[src/rtl/serial_adder_pkg.sv]
// Purpose: shared types and constants for the bit-serial add/subtract engine.
// Latency: n/a (package only).
// Backpressure: n/a (package only).
package serial_adder_pkg;

    // Controller states
    typedef enum logic [1:0] {
        IDLE = 2'd0,
        RUN  = 2'd1,
        DONE = 2'd2
    } state_t;

    // Operation select values for the op input
    localparam logic OP_ADD = 1'b0;
    localparam logic OP_SUB = 1'b1;

    // Largest supported operand width
    localparam int WIDTH_MAX = 32;

endpackage : serial_adder_pkg

[src/rtl/fulladder.sv]
// Purpose: one-bit full-adder cell (a + b + c -> sum, carry).
// Latency: combinational, zero cycles.
// Backpressure: none; pure combinational logic.
// Ports: a, b, c (inputs, 1 bit); sum, carry (outputs, 1 bit).
module fulladder (
    input  logic a,
    input  logic b,
    input  logic c,
    output logic sum,
    output logic carry
);

    assign sum   = a ^ b ^ c;
    assign carry = (a & b) | (a & c) | (b & c);

endmodule : fulladder

[src/rtl/serial_adder_ctrl.sv]
// Purpose: bit-serial WIDTH-bit add/subtract, one bit per cycle LSB first through a single full-adder cell.
// Latency: WIDTH cycles from operand acceptance to out_valid; minimum issue interval WIDTH+2.
// Backpressure: result held in DONE until out_ready; operands accepted only in IDLE (no turnaround from DONE).
// Ports:
//   clk, rst            - rising-edge clock, asynchronous active-high reset
//   in_valid/in_ready   - operand handshake; a, b, cin, op captured on acceptance
//   out_valid/out_ready - result handshake; sum, cout registered and stable while waiting
//   busy                - high while an operation is running or its result is pending
module serial_adder_ctrl
    import serial_adder_pkg::*;
#(
    parameter int WIDTH = 8
) (
    input  logic             clk,
    input  logic             rst,
    input  logic             in_valid,
    output logic             in_ready,
    input  logic [WIDTH-1:0] a,
    input  logic [WIDTH-1:0] b,
    input  logic             cin,
    input  logic             op,
    output logic             out_valid,
    input  logic             out_ready,
    output logic [WIDTH-1:0] sum,
    output logic             cout,
    output logic             busy
);

    localparam int CW = (WIDTH > 1) ? $clog2(WIDTH) : 1;
    localparam logic [CW-1:0] LAST_BIT = CW'(WIDTH - 1);

    generate
        if (WIDTH < 1 || WIDTH > WIDTH_MAX) begin : g_bad_width
            $error("serial_adder_ctrl: WIDTH out of range 1..WIDTH_MAX");
        end
    endgenerate

    state_t            state_q;
    state_t            state_d;

    logic [WIDTH-1:0]  a_sr;
    logic [WIDTH-1:0]  b_sr;
    logic [WIDTH-1:0]  sum_sr;
    logic [WIDTH-1:0]  sum_q;
    logic              cout_q;
    logic              carry_q;
    logic [CW-1:0]     cnt_q;

    logic              fa_sum;
    logic              fa_carry;
    logic              accept;
    logic              last_bit;
    logic [WIDTH:0]    sum_ext;
    logic [WIDTH-1:0]  sum_shifted;

    // Bit slice: current LSBs of both operands plus the stored carry
    fulladder u_fa (
        .a     (a_sr[0]),
        .b     (b_sr[0]),
        .c     (carry_q),
        .sum   (fa_sum),
        .carry (fa_carry)
    );

    assign accept   = in_valid && (state_q == IDLE);
    assign last_bit = (state_q == RUN) && (cnt_q == LAST_BIT);

    // New sum bit enters at the MSB; widening first keeps this legal for WIDTH=1
    assign sum_ext     = {fa_sum, sum_sr};
    assign sum_shifted = sum_ext[WIDTH:1];

    // FSM: state register
    always_ff @(posedge clk or posedge rst) begin
        if (rst) begin
            state_q <= IDLE;
        end else begin
            state_q <= state_d;
        end
    end

    // FSM: next-state logic
    always_comb begin
        state_d = state_q;
        case (state_q)
            IDLE:    if (in_valid)  state_d = RUN;
            RUN:     if (last_bit)  state_d = DONE;
            DONE:    if (out_ready) state_d = IDLE;
            default: state_d = IDLE;
        endcase
    end

    // FSM: outputs decoded from the state register only
    always_comb begin
        in_ready  = 1'b0;
        out_valid = 1'b0;
        busy      = 1'b0;
        case (state_q)
            IDLE:    in_ready  = 1'b1;
            RUN:     busy      = 1'b1;
            DONE: begin
                out_valid = 1'b1;
                busy      = 1'b1;
            end
            default: in_ready  = 1'b0;
        endcase
    end

    // Datapath: operand/sum shift registers, carry FF, bit counter, result registers
    always_ff @(posedge clk or posedge rst) begin
        if (rst) begin
            a_sr    <= '0;
            b_sr    <= '0;
            sum_sr  <= '0;
            sum_q   <= '0;
            cout_q  <= 1'b0;
            carry_q <= 1'b0;
            cnt_q   <= '0;
        end else if (accept) begin
            a_sr    <= a;
            // Subtraction is a + ~b + 1: invert B here and seed the carry with 1
            b_sr    <= (op == OP_SUB) ? ~b : b;
            carry_q <= (op == OP_SUB) ? 1'b1 : cin;
            cnt_q   <= '0;
            sum_sr  <= '0;
            sum_q   <= '0;
            cout_q  <= 1'b0;
        end else if (state_q == RUN) begin
            a_sr    <= a_sr >> 1;
            b_sr    <= b_sr >> 1;
            carry_q <= fa_carry;
            sum_sr  <= sum_shifted;
            if (last_bit) begin
                // Result registers only move on DONE entry, so they stay stable under backpressure
                sum_q  <= sum_shifted;
                cout_q <= fa_carry;
            end else begin
                // Holding on the last bit keeps the counter from wrapping when WIDTH is a power of two
                cnt_q <= cnt_q + CW'(1);
            end
        end
    end

    assign sum  = sum_q;
    assign cout = cout_q;

endmodule : serial_adder_ctrl

[config.mk]
export PLATFORM = sky130hd
export DESIGN_NAME = serial_adder_ctrl
export DESIGN_NICKNAME = d
export VERILOG_FILES = /design/src/rtl/serial_adder_pkg.sv /design/src/rtl/fulladder.sv /design/src/rtl/serial_adder_ctrl.sv
export SDC_FILE = /design/constraint.sdc
export NUM_CORES = 1
export LEC_CHECK = 0
export CAP_MARGIN = 20
export CORE_UTILIZATION = 57
export CTS_CLUSTER_DIAMETER = 100
export DETAILED_ROUTE_END_ITERATION = 12
export DONT_BUFFER_PORTS = 1
export HOLD_SLACK_MARGIN = 0.12
export PLACE_DENSITY_LB_ADDON = 0.2
export SLEW_MARGIN = 30
export SYNTH_ARGS = -nofsm -noshare
export SYNTH_HDL_FRONTEND = slang
export SYNTH_SLANG_ARGS = --single-unit
[constraint.sdc]
create_clock -name clk -period 4.1 [get_ports clk]
set_input_delay 0.82 -clock clk [delete_from_list [all_inputs] [get_ports clk]]
set_output_delay 0.82 -clock clk [all_outputs]
set_load 0.01 [all_outputs]
Word level (Yosys, flattened, before mapping)
Index checks and enable logic that the tools add are counted.
Widths: inputs -> output; s select.

storage, ports and cells
  register bits after elaboration = 39
  latch bits = 0
  RAM bits = 0
  ROM bits = 0
  input bits = 22
  word-level logic and storage cells = 59
  memories = 0

operators by class
  add/subtract/negate cells = 1
  $mul = 0
  div/mod/pow operators = 0
  magnitude comparators = 0
  eq/ne operators = 7
  shifts and indexed selects = 0
  multiplexer cells = 26
  bitwise logic cells = 8
  reduce and logical (&&, ||, !) cells = 9

operators by type and width
  cell                 count
  $mux 8               10
  $mux 1               9
  $mux 3               3
  $ne 2x2->1 const B   4
  $not 8->8            1
  $mux 2               3
  $pmux 2 s3           1
  $reduce_and 2->1     2
  $reduce_bool 2->1    2
  $add 3x1->3 const B  1
  $and 1x1->1          3
  $eq 3x3->1 const B   1
  $reduce_and 3->1     1
  $eq 2x1->1 const B   1
  $eq 2x2->1 const B   1
  $logic_and 1x1->1    2
  $logic_not 2->1      1
  $or 1x1->1           2
  $reduce_or 2->1      1
  $xor 1x1->1          2

Logic depth before layout (Yosys ltp)
  word-level depth = 6
  depth in mapped cells = 7

By module
A second synthesis with hierarchy kept.

second synthesis, totals
  cell total of the unflattened synthesis = 176
  area, all modules = 1850.5 um^2

by module, submodules not included
  module             times used  cells an instance  area an instance (um^2)  seq. area each (um^2)
  serial_adder_ctrl  1           175                1830.5                   950.9
  fulladder          1           1                  20.0                     0.0

Worst setup path before layout
Ideal clock, no wire load.

  path type = register to output
  start point = reg state_q[0]
  end point = out busy
  arrival time = 0.729 ns
  required time = 3.280 ns
  path slack = 2.551 ns
  stages on the path, launching flop included = 3
  cell sequence = dfrtp_1 > inv_1 > ha_1

on the way
  word-level cells in the longest chain between the ends = 3

RTL lines
  element                                          RTL line                 source
  start, declared                                  serial_adder_ctrl.sv:38  state_t state_q;
  start signal, assigned                           serial_adder_ctrl.sv:77  state_q <= state_d;
  $eq 2x1->1 / $eq 2x2->1 (equally long branches)  serial_adder_ctrl.sv:97  case (state_q)
  $reduce_or 2->1 (no line) (*)                    --
  $mux 1 (*)                                       serial_adder_ctrl.sv:97
  end, declared                                    serial_adder_ctrl.sv:26  output logic busy

Mark *: on every way between the ends. The rest lies on a longest branch, timed or not.

Worst setup path in the final report
  start point = reg state_q[0]
  end point = reg a_sr[3]

on the way
  word-level cells in the longest chain between the ends = 3

RTL lines
  element                                             RTL line                  source
  $logic_not 2->1                                     serial_adder_ctrl.sv:65   assign accept = in_valid && (state_q == IDLE);
  $logic_and 1x1->1                                   serial_adder_ctrl.sv:65
  $mux 8 / $reduce_bool 2->1 (equally long branches)  --
  end signal, assigned                                serial_adder_ctrl.sv:128  a_sr <= a_sr >> 1;
  end, declared                                       serial_adder_ctrl.sv:41   logic [WIDTH-1:0] a_sr;

Several ways; a longest one is shown, not always the timed one.
A chain may end at the register's enable or synchronous reset.

==> flow_summary.toml <==
[global_routing]
grt_max_degree = 30
grt_use_total = 0.2074
grt_overflow = 0
grt_pass1_vias = 1180
grt_pass1_wl_mm = 5.161
antenna_found_initial = 0

[routing]
dr_wl_met3_um = 142
vias = 1164
drtIter0Drc = 21
drtAntennaViolNets = 0
wl_met1_mm = 1.357
wl_per_cell_um = 13.25
drt_first_pass_iters = 4
routed_wl_mm = 2.914
route.detailed.drc = 0
vias_per_cell = 5.291
met2_length_mm = 1.359
dr.max_layer_used = "met4"

[clock_tree]
cts_max_path_buffers = 2
cts.sinks = 38
cts_resized = 0
htree_levels = 2
cts_buffers = 5
postCtsSetupRepairBufs = 0
cts.reportedPaths.clkPinSlew_ns = 0.11
clockRootBuffer = "clkbuf_4"
cts_tree = "built"
ctsHoldBuffers = 0
clk-insertion-delay-late_ns = 0.35

[floorplanning]
core-area_mm2 = 0.003078
dieArea_mm2 = 0.003496
fp-row-count = 20
pin_count = 34
start_util = 0.6045
die_h_um = 59.13
die_x_um = 59.13

[yosys]
yosys.area_share.simple = 0.1157
synth_compound_area_frac = 0.08608
syn_inst = 175
synth_area_leader_cell = "dfrtp_1"
synth_top_area_frac = 0.5111
ys_seq_area_frac = 0.5111
ys.flop_type = "dfrtp_1"
muxShareOfSynthArea = 0.1305
synth_top_family_by_area = "multiplexers"
syn_area_mm2 = 0.001861
synthTopCellsByArea = "dfrtp_1 (51%), mux2i_1 (12%), nand2_1 (6.7%)"
synth_cell_types = 27
synth_xor_area_frac = 0.04237
avgSynthCellArea_um2 = 10.63
yosysWarnings = 0
synth_edf_count = 0
synth_fa_ha_area_frac = 0.05111
async_flop_share = 1.000
ys_seq_elements = 38
syn-num-nets = 204

[sta]
setup_viol = 0
final-hold-violation-count = 0
rsz0062_at_grt = "false"
fmax_mhz = 481.6
fin_crit_sh = 0.5064
fin_skew_ns = 0.009247
fin_crit_ns = 2.076
worst_pin_slew_ns = 0.6942
max_slew_margin = 0.5372
tns_ns = 0
drv_slew = 0

[worst_setup_path]
critPathLaunchType = "register"
cp-end-kind = "register"
path_max_fanout = 29
r2r_cells = 5
worstPathArrival_ns = 2.30
critPathKind = "reg -> reg"
worstPathRequired_ns = 4.32

[finish]
fill_cells = 265
syn2layout_area_growth_pct = 2.824
final_cell_mix = "dfrtp_1 (38), nand2_1 (33), mux2i_1 (22)"
fin_nets = 204
multiInputGateArea_um2 = 794.5
antenna_cells = 0
fin_area_mm2 = 0.001913
seqCellArea_um2 = 950.9
final_common_cell = "dfrtp_1"
drive_gt1_frac = 0.09091

[power_and_ir_drop]
combPwrFrac = 0.395
power_density_mw_per_mm2 = 675.7
p_leak_nw = 0.8885
clock_power_share = 0.158
p_seq_frac = 0.447
p_switching_w = 0.0004751
p_int_w = 0.0008175
peakVddDrop_mv = 0.3177
sw_frac_of_total = 0.3676

[placed_design]
port_buffers = 0
hpwl_mm = 2.108
placed_area_mm2 = 0.001851
place_congestion = 0.7394

[flow_run]
cap_violations = 0

[outcome]
status = "finished clean"

[min_path]
min_path_type = "in -> async"
[registers in the layout, summed over array words and instances (netlist names)]
| register | count |
|---|---|
| b_sr | 8 |
| cout | 1 |
| sum | 8 |
| sum_sr | 7 |
| carry_q | 1 |
| cnt_q | 3 |
| state_q | 2 |
| a_sr | 8 |
[worst max-delay path, stage by stage (launching register included)]
cell     delay [ns]
dfrtp_1        0.42
inv_1          0.11
ha_1           0.27
and2_1         0.61
buf_4          0.39
o21ai_0        0.14
[kinds of logic after synthesis]
| logic type | count (synthesis) |
|---|---|
| and+or+nand+nor | 51 |
| DFF | 38 |
| AOI/OAI and AO/OA | 28 |
| muxes | 24 |
| buffers and inverters | 18 |
| xor gates and xnor gates | 9 |
| adders and majority gates | 7 |
[per-layer routing]
layer	vias up	global-route usage
met1	552	0.2432
li1	577	-
met3	7	0.07860
met2	28	0.3393
met4	0	0.09184
met5	-	0
[power by group through the flow]
stage | Combinational (W) | Clock (W) | Sequential [W]
floorplan | 0.000489 | 0 | 0.000564
global placement | 0.000497 | 0 | 0.000579
detailed placement | 0.000521 | 0 | 0.000587
CTS | 0.000523 | 0.000212 | 0.000578
global route | 0.000581 | 0.000232 | 0.000596
finish | 0.000510 | 0.000205 | 0.000578
[synth_stat cells, drive strengths merged (3+ instances only)]
master   n
dfrtp   38
nand2   33
mux2i   22
o21ai   16
nor2    12
a21oi    8
buf      8
inv      8
xor2     8
ha       6
a211oi   3
[per-stage QoR]
| stage | hold WS (ns) | utilization | worst slack (ns) | power (W) | instances |
|---|---|---|---|---|---|
| finish | 0.3625 | 0.6215 | 2.024 | 0.001293 | 220 |
| global route | 0.3731 | 0.6215 | 1.809 | 0.001409 | 220 |
| CTS | 0.3630 | 0.6207 | 1.919 | 0.001313 | 220 |
| detailed placement | 0.5047 | 0.6012 | 1.937 | 0.001108 | 212 |
| global placement | 0.4990 | 0.6012 | 2.007 | 0.001077 | 212 |
| floorplan | 0.4792 | - | 2.419 | 0.001053 | 175 |
[cell type report]
class,count,area share
tap,44,0.02878
clock inverter,1,0.002616
multi-input combinational,119,0.4153
sequential,38,0.4971
timing repair buffer,3,0.01177
inverter,8,0.01570
clock buffer,7,0.02878
[path summary, 6_finish.rpt]
kind / startpoint / to / slack, ns
max in group asynchronous: rst / b_sr[3] / 3.02
worst min register to register: a_sr[7] / a_sr[7] / 0.53
worst min-delay path: rst / cnt_q[0] / 0.36
min in group clk: a_sr[7] / a_sr[7] / 0.53
worst max-delay path: state_q[0] / a_sr[3] / 2.02
worst max register to register: state_q[0] / a_sr[3] / 2.02
Note: power is estimated with default switching activity, not from simulation.
